--- src/rtl/stopwatch_pkg.sv ---
// rtl/stopwatch_pkg.sv - speed level type, level bounds and tick period helper
package stopwatch_pkg;

  typedef logic [2:0] speed_level_t;

  localparam speed_level_t LEVEL_MIN = 3'd0;
  localparam speed_level_t LEVEL_X1  = 3'd2;
  localparam speed_level_t LEVEL_MAX = 3'd4;

  // Level 0 is the slowest (4x the base period), level 4 the fastest (1/4x).
  function automatic int unsigned period_of(speed_level_t level, int unsigned div_x1);
    return (div_x1 * 4) >> level;
  endfunction

endpackage

--- src/rtl/button_conditioner.sv ---
// rtl/button_conditioner.sv - 2-FF sync, debounce and rising-edge press pulse
module button_conditioner #(
  parameter int DEBOUNCE_CYCLES = 1_000_000
) (
  input  logic clk,
  input  logic rst_n,
  input  logic raw,
  output logic press
);

  localparam int CW = $clog2(DEBOUNCE_CYCLES + 1);
  localparam logic [CW-1:0] LAST = CW'(DEBOUNCE_CYCLES - 1);

  logic [1:0]    sync;
  logic          stable;
  logic [CW-1:0] cnt;

  always_ff @(posedge clk or negedge rst_n) begin
    if (!rst_n) begin
      sync   <= 2'b00;
      stable <= 1'b0;
      cnt    <= '0;
      press  <= 1'b0;
    end else begin
      sync  <= {sync[0], raw};
      press <= 1'b0;
      if (sync[1] == stable) begin
        cnt <= '0;
      end else if (cnt == LAST) begin
        // Pulse only on the released-to-pressed transition of the stable state.
        cnt    <= '0;
        stable <= ~stable;
        press  <= ~stable;
      end else begin
        cnt <= cnt + 1'b1;
      end
    end
  end

endmodule

--- src/rtl/stopwatch_tick_gen.sv ---
// rtl/stopwatch_tick_gen.sv - count-enable tick generator with button-stepped speed level
module stopwatch_tick_gen
  import stopwatch_pkg::*;
#(
  parameter int unsigned CLK_HZ          = 50_000_000,
  parameter int unsigned BASE_TICK_HZ    = 1,
  parameter int          DEBOUNCE_CYCLES = 1_000_000
) (
  input  logic         clk,
  input  logic         RESET_N,
  input  logic         run,
  input  logic         SPEED_UP,
  input  logic         SPEED_DOWN,
  output logic         tick,
  output speed_level_t speed_level,
  output logic         at_min,
  output logic         at_max
);

  localparam int unsigned DIV_X1 = CLK_HZ / BASE_TICK_HZ;
  localparam int          DIV_W  = $clog2(DIV_X1 * 4);

  generate
    if ((DIV_X1 % 4 != 0) || (DIV_X1 < 4)) begin : g_bad_div
      $error("stopwatch_tick_gen: CLK_HZ/BASE_TICK_HZ must be a multiple of 4 and at least 4");
    end
  endgenerate

  logic             up_press;
  logic             down_press;
  logic [DIV_W-1:0] div;
  logic [DIV_W-1:0] last_count;
  speed_level_t     next_level;
  logic             level_step;

  button_conditioner #(.DEBOUNCE_CYCLES(DEBOUNCE_CYCLES)) u_up (
    .clk   (clk),
    .rst_n (RESET_N),
    .raw   (SPEED_UP),
    .press (up_press)
  );

  button_conditioner #(.DEBOUNCE_CYCLES(DEBOUNCE_CYCLES)) u_down (
    .clk   (clk),
    .rst_n (RESET_N),
    .raw   (SPEED_DOWN),
    .press (down_press)
  );

  // Coincident presses cancel; a press against a saturated level is not a step.
  always_comb begin
    next_level = speed_level;
    level_step = 1'b0;
    if (up_press && !down_press && speed_level != LEVEL_MAX) begin
      next_level = speed_level + 3'd1;
      level_step = 1'b1;
    end else if (down_press && !up_press && speed_level != LEVEL_MIN) begin
      next_level = speed_level - 3'd1;
      level_step = 1'b1;
    end
  end

  assign last_count = DIV_W'(period_of(speed_level, DIV_X1) - 1);

  always_ff @(posedge clk or negedge RESET_N) begin
    if (!RESET_N) begin
      speed_level <= LEVEL_X1;
      div         <= '0;
      tick        <= 1'b0;
    end else begin
      speed_level <= next_level;
      tick        <= 1'b0;
      // Restarting on a step keeps a stale long period from delaying a speed-up.
      if (level_step || !run) begin
        div <= '0;
      end else if (div == last_count) begin
        div  <= '0;
        tick <= 1'b1;
      end else begin
        div <= div + 1'b1;
      end
    end
  end

  assign at_min = (speed_level == LEVEL_MIN);
  assign at_max = (speed_level == LEVEL_MAX);

endmodule

--- config.mk ---
export PLATFORM = sky130hd
export DESIGN_NAME = stopwatch_tick_gen
export DESIGN_NICKNAME = d
export VERILOG_FILES = /design/src/rtl/stopwatch_pkg.sv /design/src/rtl/button_conditioner.sv /design/src/rtl/stopwatch_tick_gen.sv
export SDC_FILE = /design/constraint.sdc
export NUM_CORES = 1
export LEC_CHECK = 0
export BUFFER_PORTS_ARGS = -buffer_cell sky130_fd_sc_hd__buf_2
export CORE_MARGIN = 1
export CORE_UTILIZATION = 40
export DETAILED_ROUTE_END_ITERATION = 16
export PLACE_DENSITY = 0.61
export RECOVER_POWER = 100
export SLEW_MARGIN = 15
export SYNTH_ARGS = -nofsm -noshare
export SYNTH_HDL_FRONTEND = slang
export SYNTH_SLANG_ARGS = --single-unit
--- constraint.sdc ---
create_clock -name clk -period 5.8 [get_ports clk]
set_clock_uncertainty 0.2 [all_clocks]
set_input_delay 1.16 -clock clk [delete_from_list [all_inputs] [get_ports clk]]
set_output_delay 1.16 -clock clk [all_outputs]
set_load 0.01 [all_outputs]
* Word level (Yosys, flattened, before mapping)
Cells that the tools add are included.
** Storage, ports and cells
- Flip-flop bits (word level) :: 80
- Output and inout bits :: 6
- Word-level logic and storage cells :: 58
** Operators by class
- Add/sub/neg operators :: 6
- Eq/ne operators :: 7
- Shift-type cells :: 1
- Multiplexer cells :: 16
- Bitwise operators :: 4
- Reduce and logical (&&, ||, !) cells :: 13
** Operators by type and width (number)
- 20-bit 2-to-1 mux :: 4
- 28-bit 2-to-1 mux :: 2
- 20-bit by 1-bit adder with 20-bit output, second input constant :: 2
- 20-bit equality test, second input constant :: 2
- 28-bit by 1-bit adder with 28-bit output, second input constant :: 1
- 28-bit equality test :: 1
- 28-bit by 3-bit right shift with 28-bit output, first input constant :: 1
- 28-bit by 1-bit subtractor with 28-bit output, second input constant :: 1
- 1-bit 2-to-1 mux :: 8
- 3-bit 2-to-1 mux :: 2
- 1-bit logical AND :: 4
- 1-bit inverter :: 4
- 2-bit AND reduction :: 2
- 3-bit by 1-bit adder with 3-bit output, second input constant :: 1
- 3-bit equality test, second input constant :: 1
- 1-bit zero test :: 3
- 3-bit zero test :: 1
- 3-bit != test, second input constant :: 1
- 3-bit nonzero test :: 1
- 3-bit by 1-bit subtractor with 3-bit output, second input constant :: 1
- 1-bit equality test :: 2
- 2-bit nonzero test :: 1
- 1-bit logical OR :: 1

* Longest topological paths before layout
- Word-level depth :: 7
- Mapped depth :: 14
- Gate-level depth less buffers :: 10

* Hierarchy
A second synthesis with hierarchy kept.
** Unflattened totals
- Cells, all modules :: 486
- Area total of the unflattened synthesis :: 4481.8 um^2
** Modules (own cells, without submodules)
- stopwatch_tick_gen :: instances 1, cells an instance 260, area an instance 2208.4 um^2, seq. area each 802.0 um^2
- button_conditioner (u_up) :: instances 1, cells an instance 110, area an instance 1137.3 um^2, seq. area each 600.6 um^2
- button_conditioner (u_down) :: instances 1, cells an instance 116, area an instance 1136.1 um^2, seq. area each 600.6 um^2

* Worst setup path before layout
Ideal clock, no wire load.
- Path type :: flip-flop to flip-flop
- From :: register speed_level[2]
- To :: register div[26]
- Setup time :: 0.136 ns
- Arrival :: 3.350 ns
- Data required time :: 5.464 ns
- Path slack :: 2.114 ns
- Stages on the path, launching flop included :: 15
- Clock period less this slack :: 3.686 ns
- Cell sequence :: dfrtp_1 -> buf_2 -> buf_2 -> buf_1 -> nand3_1 -> ha_1 -> xnor2_1 -> a21oi_1 -> o221ai_1 -> or4b_1 -> or4_1 -> nor4_2 -> buf_4 -> buf_6 -> nor3_1
** On the way
- Cells in the longest elaborated chain, start to end :: 6
** Ends and longest elaborated chain
- start: declaration :: RTL line stopwatch_tick_gen.sv:15 : output speed_level_t speed_level,
- start signal: assignment :: RTL line stopwatch_tick_gen.sv:71 : speed_level <= next_level;
- parallel branches: the longest is 5 deep, another holds 28-bit by 1-bit subtractor with 28-bit output
- 28-bit 2-to-1 mux (*) :: RTL line stopwatch_tick_gen.sv:74 : if (level_step || !run) begin
- end signal: assignment :: RTL line stopwatch_tick_gen.sv:80 : div <= div + 1'b1;
- end: declaration :: RTL line stopwatch_tick_gen.sv:31 : logic [DIV_W-1:0] div;
Every way passes the cells marked *.
A chain may end at the register's enable or synchronous reset.

* Worst setup path in the final report
- From :: register speed_level[1]
- To :: register div[25]
Same word-level chain as after synthesis.

==> metrics.cfg <==
[status]
status = finished with violations
violations = max-capacitance violations, max-slew violations

[routing]
vias = 3398
wl_um = 9029
ant_nets = 0
first_pass_iters = 4
remaining_drc_errors = 0
wl_per_cell_um = 14.13
viasPerCell = 5.318
drt_iter0_drc = 223

[grt]
antenna_found_initial = 0
overflow = 0
grt_max_degree = 81
grt_pass1_wl_um = 15580
grtUsageTotal_pct = 17.28
grt_pass1_vias = 3229

[setup_path]
critPathRequiredTime_ns = 5.82
r2r_slack_ns = 1.54
crit_type = reg2reg
crit_path_start_kind = flip-flop
crit_chain = nor2b_1, nand2_1, ha_1, xnor2_1, a21oi_1, o221ai_1, or4b_1, or4_1, nor4_1, buf_4, nor3_1
path_delay_family = simple AND/OR/NAND/NOR gates
cp_slowest_stage_delay_ns = 1.16
crit_buf_inv = 1
path_max_fanout = 29
endpoint_kind = flip-flop
critPathSlowestCell = dfstp_1
crit_arrival_ns = 4.28

[logic_synthesis]
synth_top_cell_area_share_pct = 44.39
async_flop_share_pct = 100.0
synthesis.area_um2 = 4453
yosysTopAreaCell = dfrtp_1
syn-num-nets = 510
yosysSeqAreaShare_pct = 44.98
synth_ff_type = dfrtp_1
synth_cell_type_count = 55
yosysWarningCount = 0
ys_top_cells_by_area = dfrtp_1 (44%), xor2_1 (7.3%), xnor2_1 (6.7%), nor2_1 (6.5%), nand3_1 (3.8%)
syn_inst = 500
synth-edff-count = 0
syn_area_per_cell_um2 = 8.906
synth_seq_cells = 80

[timing]
tns_ns = 0
post-route-period-util_pct = 73.51
min_period_ns = 4.264
setup_viol_count_final = 0
rsz0062_at_grt = false
finalHoldViolations = 0
slew_headroom_pct = -33.97
worst_pin_slew_ns = 2.009
max_freq_mhz = 234.5
slew_violations = 81

[clock_network]
clock_sinks = 80
numCtsBuffers = 9
clkSlewWorstSetupHoldPaths_ns = 0.10
h-tree-depth = 3
cts_setup_buffers = 0
post_cts_resized = 0
cts_buffer_depth = 2
hold_buffers = 0
clockRootBuffer = clkbuf_8
cts_tree = done
insertion_delay_ns = 0.36

[die]
die_w_um = 107.5
rows = 38
placeableCoreArea_um2 = 10840
die_y_um = 107.5
start_util_pct = 41.08
die_area_um2 = 11560
ioPinCount = 11

[power]
p_leak_nw = 1.953
ir_drop_v = 0.0001677
powerDensity_nw_per_um2 = 218.1

[finish]
final_area_um2 = 4756
nets = 504
final_common_cell = dfrtp_1
nFillCells = 1114
drive_gt1_share_pct = 5.210
layout_common_cells = dfrtp_1 (79), nor2_1 (78), nand2_1 (45), xor2_1 (37)
area_growth_syn_to_layout_pct = 6.800
insertedDiodeCount = 0

[job]
drv_cap = 1

[min_path]
hp-class = reg2reg

[placement]
gp_congestion = 0.8460
dpl_cell_area_um2 = 4572
hpwl_um = 6062
io_buffers = 10

[path summary, 6_finish.rpt]
| check | start | end | cells past startpoint |
|---|---|---|---|
| max | speed_level[1] | div[25] | 11 |
| min | u_up.sync[0] | u_up.sync[1] | 0 |
| max reg2reg | speed_level[1] | div[25] | 11 |
| min reg2reg | u_up.sync[0] | u_up.sync[1] | 0 |
| max in group asynchronous | RESET_N | div[22] | 1 |
| min in group asynchronous | RESET_N | speed_level[0] | 1 |
[state kept, by name, indices dropped and copies added (netlist names)]
name,flops
speed_level,3
u_down.press,1
u_down.stable,1
u_down.cnt,20
tick,1
u_up.stable,1
u_up.cnt,20
u_up.press,1
u_up.sync,2
div,28
u_down.sync,2
[cell usage after synthesis, drive strengths merged, types with 2 or more instances]
cell type	n
and3	12
mux2	2
xnor2	34
buf	11
a211oi	3
nand4	12
a22oi	2
a211o	2
o21ai	11
a31oi	2
xor2	37
and4	2
nor4	3
nand2b	3
ha	4
nor2	78
nor3b	4
nor3	30
nand3	34
and2	2
dfrtp	79
nor4b	4
a21oi	16
o22ai	5
o211ai	3
and3b	2
nor2b	6
o221ai	2
inv	13
nand2	45
clkbuf	18
[kinds of logic after synthesis]
group,count (synthesis),synth area share (%)
and+or+nand+nor,243,26.44
muxes,3,0.7305
buffers and inverters,42,4.074
adders and majority gates,6,1.798
AOI/OAI and AO/OA,55,8.008
DFF,80,44.98
xor gates and xnor gates,71,13.96
[stage by stage]
stage,setup WS (ns),instances,power [W],hold slack (ns),util (%)
6_report,1.536,639,0.001037,0.1539,43.87
5_1_grt,1.123,639,0.001081,0.1717,43.87
4_1_cts,1.892,639,0.001056,0.1555,44.11
3_5_place_dp,1.924,623,0.0006144,0.1347,42.17
3_3_place_gp,1.987,623,0.0006133,0.1343,42.17
2_1_floorplan,2.114,500,0.0005963,0.1312,-
[per-layer routing]
metal  vias to the layer above  GRT usage (%)  routed length (um)
met5                         -              0                   0
met4                         0          7.045                 134
met3                        12          4.237                 345
met2                        67          27.43                4182
met1                      1631          22.54                4366
li1                       1688              -                   -
[area by class of cell]
| type | instances | area (um^2) | area share, % |
|---|---|---|---|
| clock buffers | 10 | 137.6 | 2.894 |
| clock inverters | 6 | 72.57 | 1.526 |
| inverters | 13 | 48.80 | 1.026 |
| multi-input cells | 378 | 2260 | 47.51 |
| flip-flops and latches | 80 | 2003 | 42.12 |
| well taps | 140 | 175.2 | 3.683 |
| repair buffers | 12 | 58.81 | 1.237 |
[report_power, final]
group / switching, W / total (W) / leakage, nW / internal [W]
sequential: 0.00000635 / 0.000570 / 1.10 / 0.000564
clock: 0.000219 / 0.000436 / 0.109 / 0.000217
combinational: 0.0000235 / 0.0000316 / 0.746 / 0.00000809
total: 0.000249 / 0.00104 / 1.95 / 0.000789
Note: power is estimated with default switching activity, not from simulation.
